### src/rtl/cache_write_interface.sv
// Splits IWIDTH-bit stream beats into CWIDTH-bit words and writes them into the cache SRAM, wrapping within a line.
// Optional byte-mask support is compiled in with the CWI_WMASK_EN macro.
module cache_write_interface #(
    parameter int ADDR_BITS = 10,
    parameter int LEN_BITS  = 8,
    parameter int IWIDTH    = 128,
    parameter int CWIDTH    = 32,
    parameter int LINE_BITS = 5,
    parameter int ID_LEN    = 2
) (
    input  logic                 clk,
    input  logic                 rst,
    output logic                 OUT_ready,
    input  logic                 IN_valid,
    input  logic [ID_LEN-1:0]    IN_id,
    input  logic [ADDR_BITS-1:0] IN_addr,
    input  logic [LEN_BITS-1:0]  IN_len,
    output logic                 OUT_dataReady,
    input  logic                 IN_dataValid,
    input  logic [IWIDTH-1:0]    IN_data,
`ifdef CWI_WMASK_EN
    input  logic [IWIDTH/8-1:0]  IN_wmask,
    output logic [CWIDTH/8-1:0]  OUT_CACHE_wm,
`endif
    input  logic                 IN_CACHE_ready,
    output logic                 OUT_CACHE_ce,
    output logic                 OUT_CACHE_we,
    output logic [ADDR_BITS-1:0] OUT_CACHE_addr,
    output logic [CWIDTH-1:0]    OUT_CACHE_data,
    output logic                 OUT_cacheWriteValid,
    output logic [ID_LEN-1:0]    OUT_cacheWriteId,
    output logic                 OUT_doneValid,
    output logic [ID_LEN-1:0]    OUT_doneId
);
    localparam int WPB   = IWIDTH / CWIDTH;
    localparam int IDX_W = (WPB > 1) ? $clog2(WPB) : 1;
    localparam int STEP  = CWIDTH / 32;
    localparam int SHIFT = $clog2(STEP);

    logic                 cur_valid, next_valid;
    logic [ID_LEN-1:0]    cur_id, next_id;
    logic [ADDR_BITS-1:0] cur_addr, next_addr;
    logic [LEN_BITS-1:0]  cur_len, next_len;
    logic                 beat_valid;
    logic [IWIDTH-1:0]    beat_data;
    logic [IDX_W-1:0]     idx;
    logic [LEN_BITS-1:0]  progress;
    logic                 done_valid;
    logic [ID_LEN-1:0]    done_id;

    logic                 attempt, skip, commit, last_word, last_in_beat;
    logic                 retire, beat_free, desc_acc, beat_acc;
    logic [LINE_BITS-1:0] line_off;

`ifdef CWI_WMASK_EN
    logic [IWIDTH/8-1:0]  beat_mask;
    logic [CWIDTH/8-1:0]  word_mask;

    assign word_mask    = beat_mask[idx*(CWIDTH/8) +: CWIDTH/8];
    // Fully masked words are consumed locally without touching the SRAM.
    assign skip         = (word_mask == '0);
    assign OUT_CACHE_wm = word_mask;
`else
    assign skip = 1'b0;
`endif

    assign attempt      = cur_valid && beat_valid;
    assign commit       = attempt && (IN_CACHE_ready || skip);
    assign last_word    = (progress >> SHIFT) == (cur_len >> SHIFT);
    assign last_in_beat = (idx == IDX_W'(WPB - 1));
    assign retire       = commit && last_word;
    assign beat_free    = commit && (last_in_beat || last_word);

    assign OUT_ready     = !next_valid || retire;
    assign OUT_dataReady = !beat_valid || beat_free;
    assign desc_acc      = IN_valid && OUT_ready;
    assign beat_acc      = IN_dataValid && OUT_dataReady;

    assign line_off            = cur_addr[LINE_BITS-1:0] + progress[LINE_BITS-1:0];
    assign OUT_CACHE_ce        = !(attempt && !skip);
    assign OUT_CACHE_we        = !(attempt && !skip);
    assign OUT_CACHE_addr      = {cur_addr[ADDR_BITS-1:LINE_BITS], line_off};
    assign OUT_CACHE_data      = beat_data[idx*CWIDTH +: CWIDTH];
    assign OUT_cacheWriteValid = commit && !skip;
    assign OUT_cacheWriteId    = cur_id;
    assign OUT_doneValid       = done_valid;
    assign OUT_doneId          = done_id;

    always_ff @(posedge clk) begin
        if (!rst) begin
            cur_valid  <= 1'b0;
            next_valid <= 1'b0;
            beat_valid <= 1'b0;
            idx        <= '0;
            progress   <= '0;
            done_valid <= 1'b0;
        end else begin
            // Descriptor queue: an incoming descriptor lands in cur when cur frees up, else in next.
            if (!cur_valid || retire) begin
                if (next_valid) begin
                    cur_id     <= next_id;
                    cur_addr   <= next_addr;
                    cur_len    <= next_len;
                    next_valid <= desc_acc;
                    next_id    <= IN_id;
                    next_addr  <= IN_addr;
                    next_len   <= IN_len;
                end else begin
                    cur_valid <= desc_acc;
                    cur_id    <= IN_id;
                    cur_addr  <= IN_addr;
                    cur_len   <= IN_len;
                end
            end else if (desc_acc) begin
                next_valid <= 1'b1;
                next_id    <= IN_id;
                next_addr  <= IN_addr;
                next_len   <= IN_len;
            end

            if (retire)
                progress <= '0;
            else if (commit)
                progress <= progress + LEN_BITS'(STEP);

            // A final beat is dropped on retire even if words remain.
            if (beat_acc) begin
                beat_valid <= 1'b1;
                beat_data  <= IN_data;
`ifdef CWI_WMASK_EN
                beat_mask  <= IN_wmask;
`endif
                idx        <= '0;
            end else if (beat_free) begin
                beat_valid <= 1'b0;
                idx        <= '0;
            end else if (commit) begin
                idx <= idx + 1'b1;
            end

            done_valid <= retire;
            done_id    <= cur_id;
        end
    end
endmodule

### config.mk
export PLATFORM = sky130hd
export DESIGN_NAME = cache_write_interface
export DESIGN_NICKNAME = d
export VERILOG_FILES = /design/src/rtl/cache_write_interface.sv
export SDC_FILE = /design/constraint.sdc
export NUM_CORES = 1
export LEC_CHECK = 0
export BUFFER_PORTS_ARGS = -buffer_cell sky130_fd_sc_hd__buf_4
export CAP_MARGIN = 20
export CELL_PAD_IN_SITES_DETAIL_PLACEMENT = 0
export CELL_PAD_IN_SITES_GLOBAL_PLACEMENT = 2
export CORE_ASPECT_RATIO = 1.5
export CORE_UTILIZATION = 34
export CTS_CLUSTER_SIZE = 30
export DETAILED_ROUTE_END_ITERATION = 6
export HOLD_SLACK_MARGIN = 0.1
export PLACE_DENSITY = 0.73
export SLEW_MARGIN = 20
export SYNTH_ARGS = -nofsm -noshare
export SYNTH_HDL_FRONTEND = slang
export SYNTH_SLANG_ARGS = --single-unit
### constraint.sdc
create_clock -name clk -period 11.05 [get_ports clk]
set_input_delay 1.105 -clock clk [delete_from_list [all_inputs] [get_ports clk]]
set_output_delay 1.105 -clock clk [all_outputs]
set_load 0.005 [all_outputs]
==> metrics.md <==
| Metric | Value |
|---|---|
| CTS Sinks | 184 |
| I/O Buffers | 204 |
| Async S/R FF share, synth | 0% |
| Reg power frac | 54.2% |
| Setup bufs post-CTS | 0 |
| Number of hold buffers added after cts | 0 |
| Fin Hold WS | 474.0 ps |
| Clock skew | 11.01 ps |
| Minimum clock period | 3708 ps |
| Sequential-to-total area share from yosys stat | 75.14% |
| Synthesis-stage register bit count | 184 |
| Clock Path Buffers | 2 |
| Synth-to-layout area growth | 32.82% |
| Most instantiated library cell after synthesis | edfxtp_1 |
| Nets@finish | 713 |
| Total number of H-tree levels | 4 |
| Clock power share | 38.5% |
| Drt via density | 4.649 |
| Crit. End Element | flip-flop |
| WP data required | 11090 ps |
| Wire length of the first global-routing pass | 23470 microns |
| GRT Total Usage | 14.90% |
| EDFF count, synth | 170 |
| Largest net degree at the start of global routing | 68 |
| WS Path Type | in2reg |
| DRT Pass-1 Iters | 4 |
| Max VDD drop | 0.00009760 V |
| Max Fclk | 269.7 MHz |
| MaxCap Viol Count | 0 |
| Initial antenna violation count | 0 |
| Post-synth cell types | 39 |
| Per-cell routed wire length | 18.32 microns |
| Lkg Pwr | 0.003476 uW |
| Switching power | 299.4 uW |
| Top sig layer | met4 |
| Tcrit/Tclk final | 33.56% |
| Synth area leaders | edfxtp_1 71%, mux4_2 10%, dfxtp_1 3.9% |
| Initial cell density of the core | 34.96% |
| Yosys warns | 0 |
| Routed via count | 3859 |
| Die H | 179.8 microns |
| Synth Flop Type | edfxtp_1 |
| Worst setup SP type | primary input |
| Core Rows | 64 |
| Worst-path clk slew | 70 ps |
| CP arrival | 3750 ps |
| Fin. max-slew vios | 0 |
| Slew @ Worst Pin | 1079 ps |
| Synth cell count leaders | 170 x edfxtp_1, 32 x mux4_2, 20 x mux2_2 |
| Post-synth top area share | 71.23% |
| Layout cells sized above 1 | 53.36% |
| DRT met1 WL | 5140 microns |
| Min-Delay Path Class | reg2reg |
| Syn Std Cell Area | 7167 sq um |
| Synthesized net count | 508 |
| Post-CTS Resized | 0 |
| Comb pwr share | 7.3% |
| DP Wirelength | 11150 microns |
| Sw Share | 20.03% |
| Total power | 1495 uW |
| Vias in the first global route | 4393 |
| Post-route DRC | 0 |
| Outcome | finished, final reports clean |
| Final setup vio count | 0 |
| TritonCTS clock tree | built |
| Rel. slew slack | 27.87% |
| Gr ovfl total | 0 |
| Met2 wire length | 8707 microns |
| Gate Count Post-Synth | 348 |
| Ant. Diodes | 0 |
| Met3 wire len | 923 microns |
| Routability cong. | 0.7311 |
| CTS buffer count | 17 |
| Initial DRC count | 175 |
| Worst R2R Setup Slack | 7560 ps |
| Sum of negative setup slack | 0 ps |
| Critical path fanouts, max | 67 |
| Final ANT Viol Nets | 0 |
| Root buffer cell | clkbuf_16 |
| # IOs | 205 |
| Synth Area per Inst | 20.59 sq um |
| Die area | 21680 sq um |
| Total detailed-routing wirelength | 15210 microns |
| Core footprint | 20500 sq um |
| Skew-Pair Late Insertion Delay | 420 ps |
| RSZ-0062 raised after global routing | false |
| Fin. Hold Viols | 0 |
| Chip width | 120.5 microns |
| Top cell type by total area after synthesis | edfxtp_1 |
| Pint | 1195 uW |
| Power Dens Cells | 157.0 nW/um^2 |
## kinds of logic (layout without fill, tap and decap cells)
| kind of cell | after synthesis | count (layout) | share of synthesized area (%) |
|---|---|---|---|
| xor+xnor | 19 | 19 | 2.950 |
| simple gates | 43 | 43 | 3.439 |
| buf+inv | 26 | 244 | 2.060 |
| mux | 52 | 52 | 13.20 |
| fa+ha+maj | 7 | 7 | 1.327 |
| flops | 184 | 184 | 75.14 |
| compound gates | 17 | 17 | 1.885 |
## critical path, cell delays in order
cell      delay (ps)
buf_4             90
nand3_1          410
clkinv_1         350
nand3_1          160
o32ai_4          110
buf_4            640
buf_4            770
## routing by layer
layer,up-vias,GRT usage (%)
met5,-,0
met4,0,7.062
met3,19,4.981
met2,129,27.72
met1,1916,14.43
li1,1795,-
## through the flow
stage / cell area (sq um) / std cells / worst slack, ps / util (%)
after floorplan: 7174 / 348 / 3879 / -
after global placement: 8944 / 798 / 7044 / 43.63
after detailed placement: 8951 / 798 / 6890 / 43.66
after CTS: 9518 / 830 / 7335 / 46.43
after global routing: 9519 / 830 / 7116 / 46.44
final: 9519 / 830 / 7342 / 46.44
## cell usage in the layout, fill, tap and decap left out, types with 2 or more instances in the layout
master     instances
mux2_2            20
o21ai_0            4
buf_4            207
clkinv_2           3
xnor2_1           11
nand3_1            5
a21o_1             2
inv_1              4
mux4_2            32
edfxtp_1         170
clkbuf_8           5
a21oi_1            3
xor2_1             5
dfxtp_1           11
nor4_1             3
nand4_1            4
inv_4              2
nand2_1            8
dfxtp_2            3
clkbuf_16         18
ha_1               6
nor2_1            14
xnor2_4            2
clkbuf_1           3
nor3_1             3
## power groups by stage
| stage | sequential, uW | clock (uW) | combinational, uW |
|---|---|---|---|
| floorplan | 823 | 0 | 44.5 |
| global placement | 823 | 0 | 109 |
| detailed placement | 826 | 0 | 111 |
| CTS | 811 | 589 | 112 |
| global route | 813 | 616 | 119 |
| finish | 810 | 576 | 109 |
## final cells by class
class / count / area, sq um
tap: 264 / 330.3
sequential: 184 / 5389
clock buffer: 26 / 530.5
multi-input combinational: 138 / 1660
timing repair buffer: 207 / 1554
fill: 1818 / 10980
clock inverter: 6 / 36.28
inverter: 5 / 18.77
## final timing paths
check                            from       endpoint  depth (start not counted)
setup / recovery       IN_CACHE_ready  beat_data[20]                          7
setup reg to reg           beat_valid  beat_data[20]                          6
hold reg to reg   OUT_cacheWriteId[0]  OUT_doneId[0]                          0
hold / removal    OUT_cacheWriteId[0]  OUT_doneId[0]                          0
## state kept, by name (all words and copies together) (netlist names)
register / flops
OUT_doneValid: 1
beat_valid: 1
next_valid: 1
beat_data: 128
cur_addr: 10
progress: 8
next_len: 8
cur_len: 8
OUT_doneId: 2
idx: 2
OUT_cacheWriteId: 2
next_addr: 10
next_id: 2
cur_valid: 1
No activity file was read; power rests on OpenSTA's default activity.
